$ cat src/rtl/pipeline_ctrl.sv
// Hazard and redirect sequencer for the 5-stage core: PC load mux, stage enables,
// bubble inserts and saturating stall/flush performance counters.
module pipeline_ctrl #(
  parameter int unsigned CNT_W    = 16,
  parameter logic [31:0] RESET_PC = 32'h0000_0000
) (
  input  logic             Clock,
  input  logic             nReset,
  input  logic             flushReq,
  input  logic             branchReq,
  input  logic             holdReq,
  input  logic [31:0]      PCtarget,
  input  logic             imemReady,
  input  logic             dmemReady,
  input  logic             perfClear,
  output logic             pcLoad,
  output logic [31:0]      pcNext,
  output logic             enIF,
  output logic             enDEC,
  output logic             enEXE,
  output logic             enMEM,
  output logic             bubbleDEC,
  output logic             bubbleEXE,
  output logic [CNT_W-1:0] stallCount,
  output logic [CNT_W-1:0] flushCount
);

  typedef enum logic [2:0] {
    ST_BOOT,
    ST_RUN,
    ST_LOAD_STALL,
    ST_REFILL,
    ST_MEM_WAIT
  } state_t;

  localparam logic [CNT_W-1:0] CNT_MAX = '1;

  state_t           r_state;
  state_t           w_state_nxt;
  logic             w_pc_load;
  logic [31:0]      w_pc_next;
  logic             w_en_if;
  logic             w_en_dec;
  logic             w_en_exe;
  logic             w_en_mem;
  logic             w_bub_dec;
  logic             w_bub_exe;
  logic             w_flush_acc;
  logic [CNT_W-1:0] r_stall_cnt;
  logic [CNT_W-1:0] r_flush_cnt;

  // State register
  always_ff @(posedge Clock or negedge nReset) begin
    if (!nReset) begin
      r_state <= ST_BOOT;
    end else begin
      r_state <= w_state_nxt;
    end
  end

  // Next-state and control decode; a stalled MEM stage outranks every redirect,
  // including in REFILL, since nothing downstream may advance without dmemReady
  always_comb begin
    w_state_nxt = r_state;
    w_pc_load   = 1'b0;
    w_pc_next   = '0;
    w_en_if     = 1'b1;
    w_en_dec    = 1'b1;
    w_en_exe    = 1'b1;
    w_en_mem    = 1'b1;
    w_bub_dec   = 1'b0;
    w_bub_exe   = 1'b0;
    w_flush_acc = 1'b0;
    case (r_state)
      ST_BOOT: begin
        w_pc_load   = 1'b1;
        w_pc_next   = RESET_PC;
        w_bub_dec   = 1'b1;
        w_bub_exe   = 1'b1;
        w_state_nxt = ST_REFILL;
      end
      default: begin
        if (!dmemReady) begin
          w_en_if     = 1'b0;
          w_en_dec    = 1'b0;
          w_en_exe    = 1'b0;
          w_en_mem    = 1'b0;
          w_state_nxt = ST_MEM_WAIT;
        end else if (flushReq) begin
          w_pc_load   = 1'b1;
          w_pc_next   = PCtarget;
          w_bub_dec   = 1'b1;
          w_bub_exe   = 1'b1;
          w_flush_acc = 1'b1;
          w_state_nxt = ST_REFILL;
        end else if ((r_state == ST_REFILL) && !imemReady) begin
          w_en_if     = 1'b0;
          w_bub_dec   = 1'b1;
          w_state_nxt = ST_REFILL;
        end else if (holdReq && ((r_state == ST_RUN) || (r_state == ST_MEM_WAIT))) begin
          // Hold is dropped in LOAD_STALL (same load) and REFILL (DEC is a bubble)
          w_en_if     = 1'b0;
          w_en_dec    = 1'b0;
          w_bub_exe   = 1'b1;
          w_state_nxt = ST_LOAD_STALL;
        end else if (!imemReady) begin
          w_en_if     = 1'b0;
          w_bub_dec   = 1'b1;
          w_state_nxt = ST_RUN;
        end else if (branchReq) begin
          w_pc_load   = 1'b1;
          w_pc_next   = PCtarget;
          w_bub_dec   = 1'b1;
          w_state_nxt = ST_REFILL;
        end else begin
          w_state_nxt = ST_RUN;
        end
      end
    endcase
  end

  // Saturating performance counters; clear wins over increment
  always_ff @(posedge Clock or negedge nReset) begin
    if (!nReset) begin
      r_stall_cnt <= '0;
      r_flush_cnt <= '0;
    end else if (perfClear) begin
      r_stall_cnt <= '0;
      r_flush_cnt <= '0;
    end else begin
      if (!w_en_if && (r_stall_cnt != CNT_MAX)) begin
        r_stall_cnt <= r_stall_cnt + CNT_W'(1);
      end
      if (w_flush_acc && (r_flush_cnt != CNT_MAX)) begin
        r_flush_cnt <= r_flush_cnt + CNT_W'(1);
      end
    end
  end

  // Controls are forced low for as long as reset is held
  assign pcLoad     = nReset & w_pc_load;
  assign pcNext     = nReset ? w_pc_next : 32'h0;
  assign enIF       = nReset & w_en_if;
  assign enDEC      = nReset & w_en_dec;
  assign enEXE      = nReset & w_en_exe;
  assign enMEM      = nReset & w_en_mem;
  assign bubbleDEC  = nReset & w_bub_dec;
  assign bubbleEXE  = nReset & w_bub_exe;
  assign stallCount = r_stall_cnt;
  assign flushCount = r_flush_cnt;

endmodule

$ cat config.mk
export PLATFORM = sky130hd
export DESIGN_NAME = pipeline_ctrl
export DESIGN_NICKNAME = d
export VERILOG_FILES = /design/src/rtl/pipeline_ctrl.sv
export SDC_FILE = /design/constraint.sdc
export NUM_CORES = 1
export LEC_CHECK = 0
export ABC_AREA = 0
export BUFFER_PORTS_ARGS = -buffer_cell sky130_fd_sc_hd__buf_2
export CORE_ASPECT_RATIO = 1.25
export CORE_MARGIN = 5
export CORE_UTILIZATION = 40
export CTS_BUF_LIST = sky130_fd_sc_hd__clkbuf_4 sky130_fd_sc_hd__clkbuf_8 sky130_fd_sc_hd__clkbuf_16
export CTS_CLUSTER_DIAMETER = 50
export CTS_CLUSTER_SIZE = 12
export DETAILED_ROUTE_END_ITERATION = 12
export PLACE_DENSITY = 0.77
export RECOVER_POWER = 25
export SYNTH_ARGS = -nofsm -noshare
export SYNTH_HDL_FRONTEND = slang
export SYNTH_SLANG_ARGS = --single-unit
$ cat constraint.sdc
create_clock -name Clock -period 5.4 [get_ports Clock]
set_input_delay 0.54 -clock Clock [delete_from_list [all_inputs] [get_ports Clock]]
set_output_delay 0.54 -clock Clock [all_outputs]
set_load 0.01 [all_outputs]
==> results.cfg, run 1 <==
[status]
status = finished clean

[global_routing]
gr-total-overflow = 0
grt_first_pass_wirelength_um = 9970
antenna_found_initial = 0
grt_pass1_vias = 2074
grt_usage_pct = 16.6
grt_start_max_net_pins = 42

[job]
maxCapViolCount = 0

[drt]
drtIter0Drc = 91
wirelength_um = 6210
dr.pass1.iters = 4
via_per_inst = 5.16
drcViolationCount = 0
vias = 2231
wl_per_cell_um = 14.4
antenna_left = 0

[cells_and_area]
drive_gt1_share_pct = 35.3
area_growth_pct = 30.1
diodes = 0
layout.nets = 411

[synth]
syn_area_per_cell_um2 = 8.57
yosysTopAreaCell = dfrtp_1
ys_seq_area_share_pct = 39.1
synth_fp_nets = 303
synth_edf_count = 0
synth.distinct_cells = 42
async_flop_share_pct = 100
yosysWarnings = 0
ys_seq_elements = 35
synth_top_area_share_pct = 39.1
syn-cell-area_um2 = 2240
syn_inst = 261
synth_ff_type = dfrtp_1
netlist_top_cells_area = dfrtp_1 (39%), and2_1 (9.5%), xnor2_1 (6.3%)

[sta]
skew_ps = 7.17
post-route-min-period_ps = 2810
finalMaxSlewViolations = 0
setup-tns-final_ps = 0
slew_headroom_pct = 31.8
hold_violations = 0
timing.fmax_ghz = 0.355
grt_setup_unrepaired = false
setup_viol = 0
setup_ws_ps = 2590
fin_crit_sh_pct = 52.1
worst_pin_slew_ps = 1010

[clock_network]
cts-buffers-inserted = 5
cts_hold_buf = 0
clkSinkCount = 35
cts_buffer_depth = 2
post_cts_resized = 0
htree_num_levels = 2
root_buffer = clkbuf_8
postCtsSetupBuffers = 0
clk_pin_slew_ps = 70
cts_tree = done
clock_latency_ps = 290

[floorplanning]
boundaryPins = 111
die_w_um = 76.9
core_area_um2 = 5440
fp.dieH_um = 93.6
die-area_um2 = 7200
initial_core_util_pct = 41.1
rows = 30

[critical_path]
cp-end-kind = output port
worstPathRequired_ps = 4860
crit_type = flop to output port
startpoint_type = flop
worstPathArrival_ps = 2270
worstPathMaxFanout = 32

[power_and_ir_drop]
power_frac_seq_pct = 50.0
p_comb_share_pct = 17.5
powerDensity_nw_per_um2 = 192
p_clk_share_pct = 32.5
vdd_drop_max_uv = 103
p_int_mw = 0.402
p_sw_mw = 0.157
switching_share_pct = 28.1
power.leakage_nw = 1.47

[placement]
dp_hpwl_um = 4680
place_ws_ps = 2310
io_buffers = 110
gp_congestion = 0.866

[hold_path]
hold_path_class = primary input to async pin
==> power groups by stage <==
stage	sequential (mW)	clock, mW	combinational (mW)
final	0.280	0.182	0.0977
after global routing	0.280	0.197	0.109
after CTS	0.279	0.191	0.0987
after detailed placement	0.284	0	0.0983
after global placement	0.284	0	0.0968
after floorplan	0.284	0	0.0544
==> placed cells by master, fill, tap and decap left out, types with 2 or more instances in the layout <==
cell type	instances
a21oi_1	8
dfrtp_1	35
mux2_2	2
nand4_1	8
buf_4	2
and4bb_2	2
nor2_1	28
o31ai_1	2
nor3b_1	3
nor4_1	7
buf_2	110
or3_4	2
a21boi_0	2
nand3_1	16
nor2b_1	5
inv_1	5
a21o_1	2
xor2_1	2
o21ai_0	9
ha_1	2
and3_1	5
and2_1	34
or4_1	2
clkbuf_8	5
nand2_1	18
xnor2_1	16
or3_1	8
nor3_1	12
==> sequential cells by signal, summed over array words and instances, names as in the netlist <==
name        count
flushCount     16
stallCount     16
r_state         3
==> synthesized netlist by cell type, drive strengths merged (2+ instances only) <==
| master | count |
|---|---|
| a21o | 2 |
| dfrtp | 35 |
| o31ai | 2 |
| a21oi | 9 |
| and4bb | 2 |
| nor4 | 8 |
| nor3b | 3 |
| nand2 | 19 |
| o21ai | 9 |
| ha | 2 |
| xnor2 | 16 |
| nor2 | 29 |
| mux2 | 3 |
| nand3 | 16 |
| or4 | 2 |
| a21boi | 2 |
| inv | 5 |
| nor2b | 5 |
| or3 | 10 |
| nand4 | 8 |
| and3 | 5 |
| clkbuf | 7 |
| buf | 4 |
| xor2 | 3 |
| nor3 | 12 |
| and2 | 35 |
==> worst max-delay path: stages (launching register included) <==
cell and delay [ps]:
dfrtp_1 460, xor2_2 220, a21oi_1 150, o21ai_0 120, nor2_2 680, and2_1 230, buf_2 130
==> stage by stage <==
step                      hold slack, ps  power (mW)  cells  area (µm²)  util (%)
after floorplan                      244       0.338    261        2240         -
after global placement               546       0.381    426        2830      52.0
after detailed placement             560       0.382    426        2830      52.0
after CTS                            309       0.569    432        2910      53.4
after global routing                 344       0.586    432        2910      53.5
final                                295       0.559    432        2910      53.5
==> cell families after synthesis <==
| family | share of synthesized area [%] |
|---|---|
| buf+inv | 3.13 |
| mux | 1.96 |
| fa+ha+maj | 1.12 |
| simple gates | 39.5 |
| compound gates | 7.33 |
| flops | 39.1 |
| xor+xnor | 7.77 |
==> per-layer routing <==
layer,GRT usage (%),share of wire [%]
met1,21.7,42
met2,28.2,53
met3,3.66,4.4
met4,3.50,0.55
met5,0,0
==> path summary, 6_finish.rpt <==
kind	startpoint	end	slack [ps]	depth (start not counted)
setup / recovery	r_state[0]	pcNext[29]	2590	6
hold / removal	nReset	stallCount[5]	290	2
setup reg to reg	stallCount[0]	stallCount[9]	2940	6
hold reg to reg	flushCount[15]	flushCount[15]	580	2
max in group asynchronous	nReset	flushCount[9]	4750	2
min in group Clock	dmemReady	r_state[2]	560	2
==> layout make-up <==
| type | instances | area, µm² |
|---|---|---|
| Clock buffer | 6 | 76.3 |
| Fill cell | 545 | 2530 |
| Inverter | 5 | 18.8 |
| Multi-Input combinational cell | 210 | 1290 |
| Sequential cell | 35 | 876 |
| Tap cell | 64 | 80.1 |
| Timing Repair Buffer | 112 | 566 |
No activity file was read; power rests on OpenSTA's default activity.
==> run 2: changes to the inputs <==
- clock period: 5.4 -> 2.68 ns (I/O delays scaled with it)
==> run 2 against run 1 <==
Against the previous run:
- cell area rose by 2.3%
- sequential power up 100%
- via count down 0.49%
- critical endpoint is now pcNext[8]
- largest cell class unchanged
- highest routed layer unchanged
==> results.cfg, run 2 (same netlist as run 1, synthesis figures left out) <==
[clock_network]
cts_buffer_depth = 2
root_buffer = clkbuf_8
htree_num_levels = 2
clkSinkCount = 35
cts_hold_buf = 0
clk_pin_slew_ps = 80
cts_tree = done
cts-buffers-inserted = 5
clock_latency_ps = 290

[drt]
vias = 2220
wirelength_um = 6150
wl_per_cell_um = 14.1
drtIter0Drc = 106
antenna_left = 0
via_per_inst = 5.08
dr.pass1.iters = 6
drcViolationCount = 0

[sta]
post-route-min-period_ps = 2300
finalMaxSlewViolations = 0
grt_setup_unrepaired = false
hold_violations = 0
slew_headroom_pct = 56.6
setup_viol = 0
setup-tns-final_ps = 0
skew_ps = 9.01
timing.fmax_ghz = 0.435
fin_crit_sh_pct = 85.8
worst_pin_slew_ps = 650

[cells_and_area]
stdcell_count = 437
final_common_cell = buf_2
diodes = 0
layout.nets = 414
drive_gt1_share_pct = 35.9
area_growth_pct = 33.1
final_cell_mix = buf_2 (109), dfrtp_1 (35), and2_1 (34)

[critical_path]
worstPathArrival_ps = 2030
worstPathMaxFanout = 32
startpoint_type = flop
critPathSlowestCell = dfrtp_1
slowest_delay_ps = 450
cp-end-kind = output port
path_delay_family = simple AND/OR/NAND/NOR gates
rr_worst_depth = 7
path_depth = 6
path_buf_inv = 1
worstPathRequired_ps = 2410
crit_type = flop to output port
worstPathCellList = xor2_2 > a21oi_1 > o21ai_0 > nor2_4 > and2_1 > buf_2

[global_routing]
grt_start_max_net_pins = 41
grt_first_pass_wirelength_um = 9890
gr-total-overflow = 0
grt_usage_pct = 16.8
antenna_found_initial = 0
grt_pass1_vias = 2126

[placement]
placed_cells = 429
dp_hpwl_um = 4750
io_buffers = 110
gp_congestion = 0.873

[status]
status = finished clean

[floorplanning]
die_w_um = 76.9
core_area_um2 = 5440
fp.dieH_um = 93.6
rows = 30
initial_core_util_pct = 41.1
boundaryPins = 111
die-area_um2 = 7200

[power_and_ir_drop]
power.leakage_nw = 1.50
vdd_drop_max_uv = 306
power_mw = 1.25
powerDensity_nw_per_um2 = 421

[hold_path]
hold_path_class = primary input to async pin

[job]
maxCapViolCount = 0
run 2: cell count changes in the layout (fill, tap and decap cells not counted), sizes merged:
cell and delta:
buf +2, clkbuf +1, clkinv +1, bufinv +1
run 2: layout make-up:
| cell class | instances | area [µm²] |
|---|---|---|
| tap | 64 | 80.1 |
| timing repair buffer | 115 | 587 |
| inverter | 5 | 18.8 |
| multi-input combinational | 210 | 1300 |
| sequential | 35 | 876 |
| fill | 513 | 2460 |
| clock buffer | 6 | 82.6 |
| clock inverter | 2 | 35.0 |
run 2: metrics by stage:
stage	hold WS, ps	util (%)	setup slack, ps	cell area (µm²)
detailed placement	424	52.4	113	2850
global route	238	54.7	146	2980
floorplan	-27.6	-	588	2240
CTS	107	54.6	145	2970
finish	151	54.7	382	2980
global placement	427	52.4	281	2850
run 2: power breakdown:
part | switching (mW) | internal (mW)
registers | 0.0213 | 0.541
logic | 0.113 | 0.0871
clock network | 0.191 | 0.301
total | 0.325 | 0.929
run 2: repair_timing:
| item | CTS | global route |
|---|---|---|
| buffers inserted | 0 | 0 |
| gates resized for setup | 1 | 1 |
| endpoints found under the setup margin | 32 | 32 |
| gates cloned | 0 | 0 |
run 2: layer usage:
layer | up-vias | track usage [%] | routed length, µm
met5 | - | 0 | 0
met4 | 0 | 5.69 | 66
met3 | 5 | 4.72 | 319
met2 | 47 | 29.2 | 3210
met1 | 1046 | 19.7 | 2550
li1 | 1122 | - | -
run 2: worst paths after layout:
check,start,endpoint,slack [ps]
min in group Clock,dmemReady,r_state[2],280
worst min-delay path,nReset,stallCount[11],150
worst min register to register,flushCount[15],flushCount[15],570
worst max-delay path,r_state[0],pcNext[8],380
max in group asynchronous,nReset,stallCount[2],2180
worst max register to register,stallCount[0],stallCount[11],540
run 2: worst reg2reg max path: stages (launching register included):
cell     delay, ps
dfrtp_1        460
ha_1           290
nand4_1        110
nor4_1          50
buf_4          150
nor4_2         480
nand3_1        150
mux2_1         340
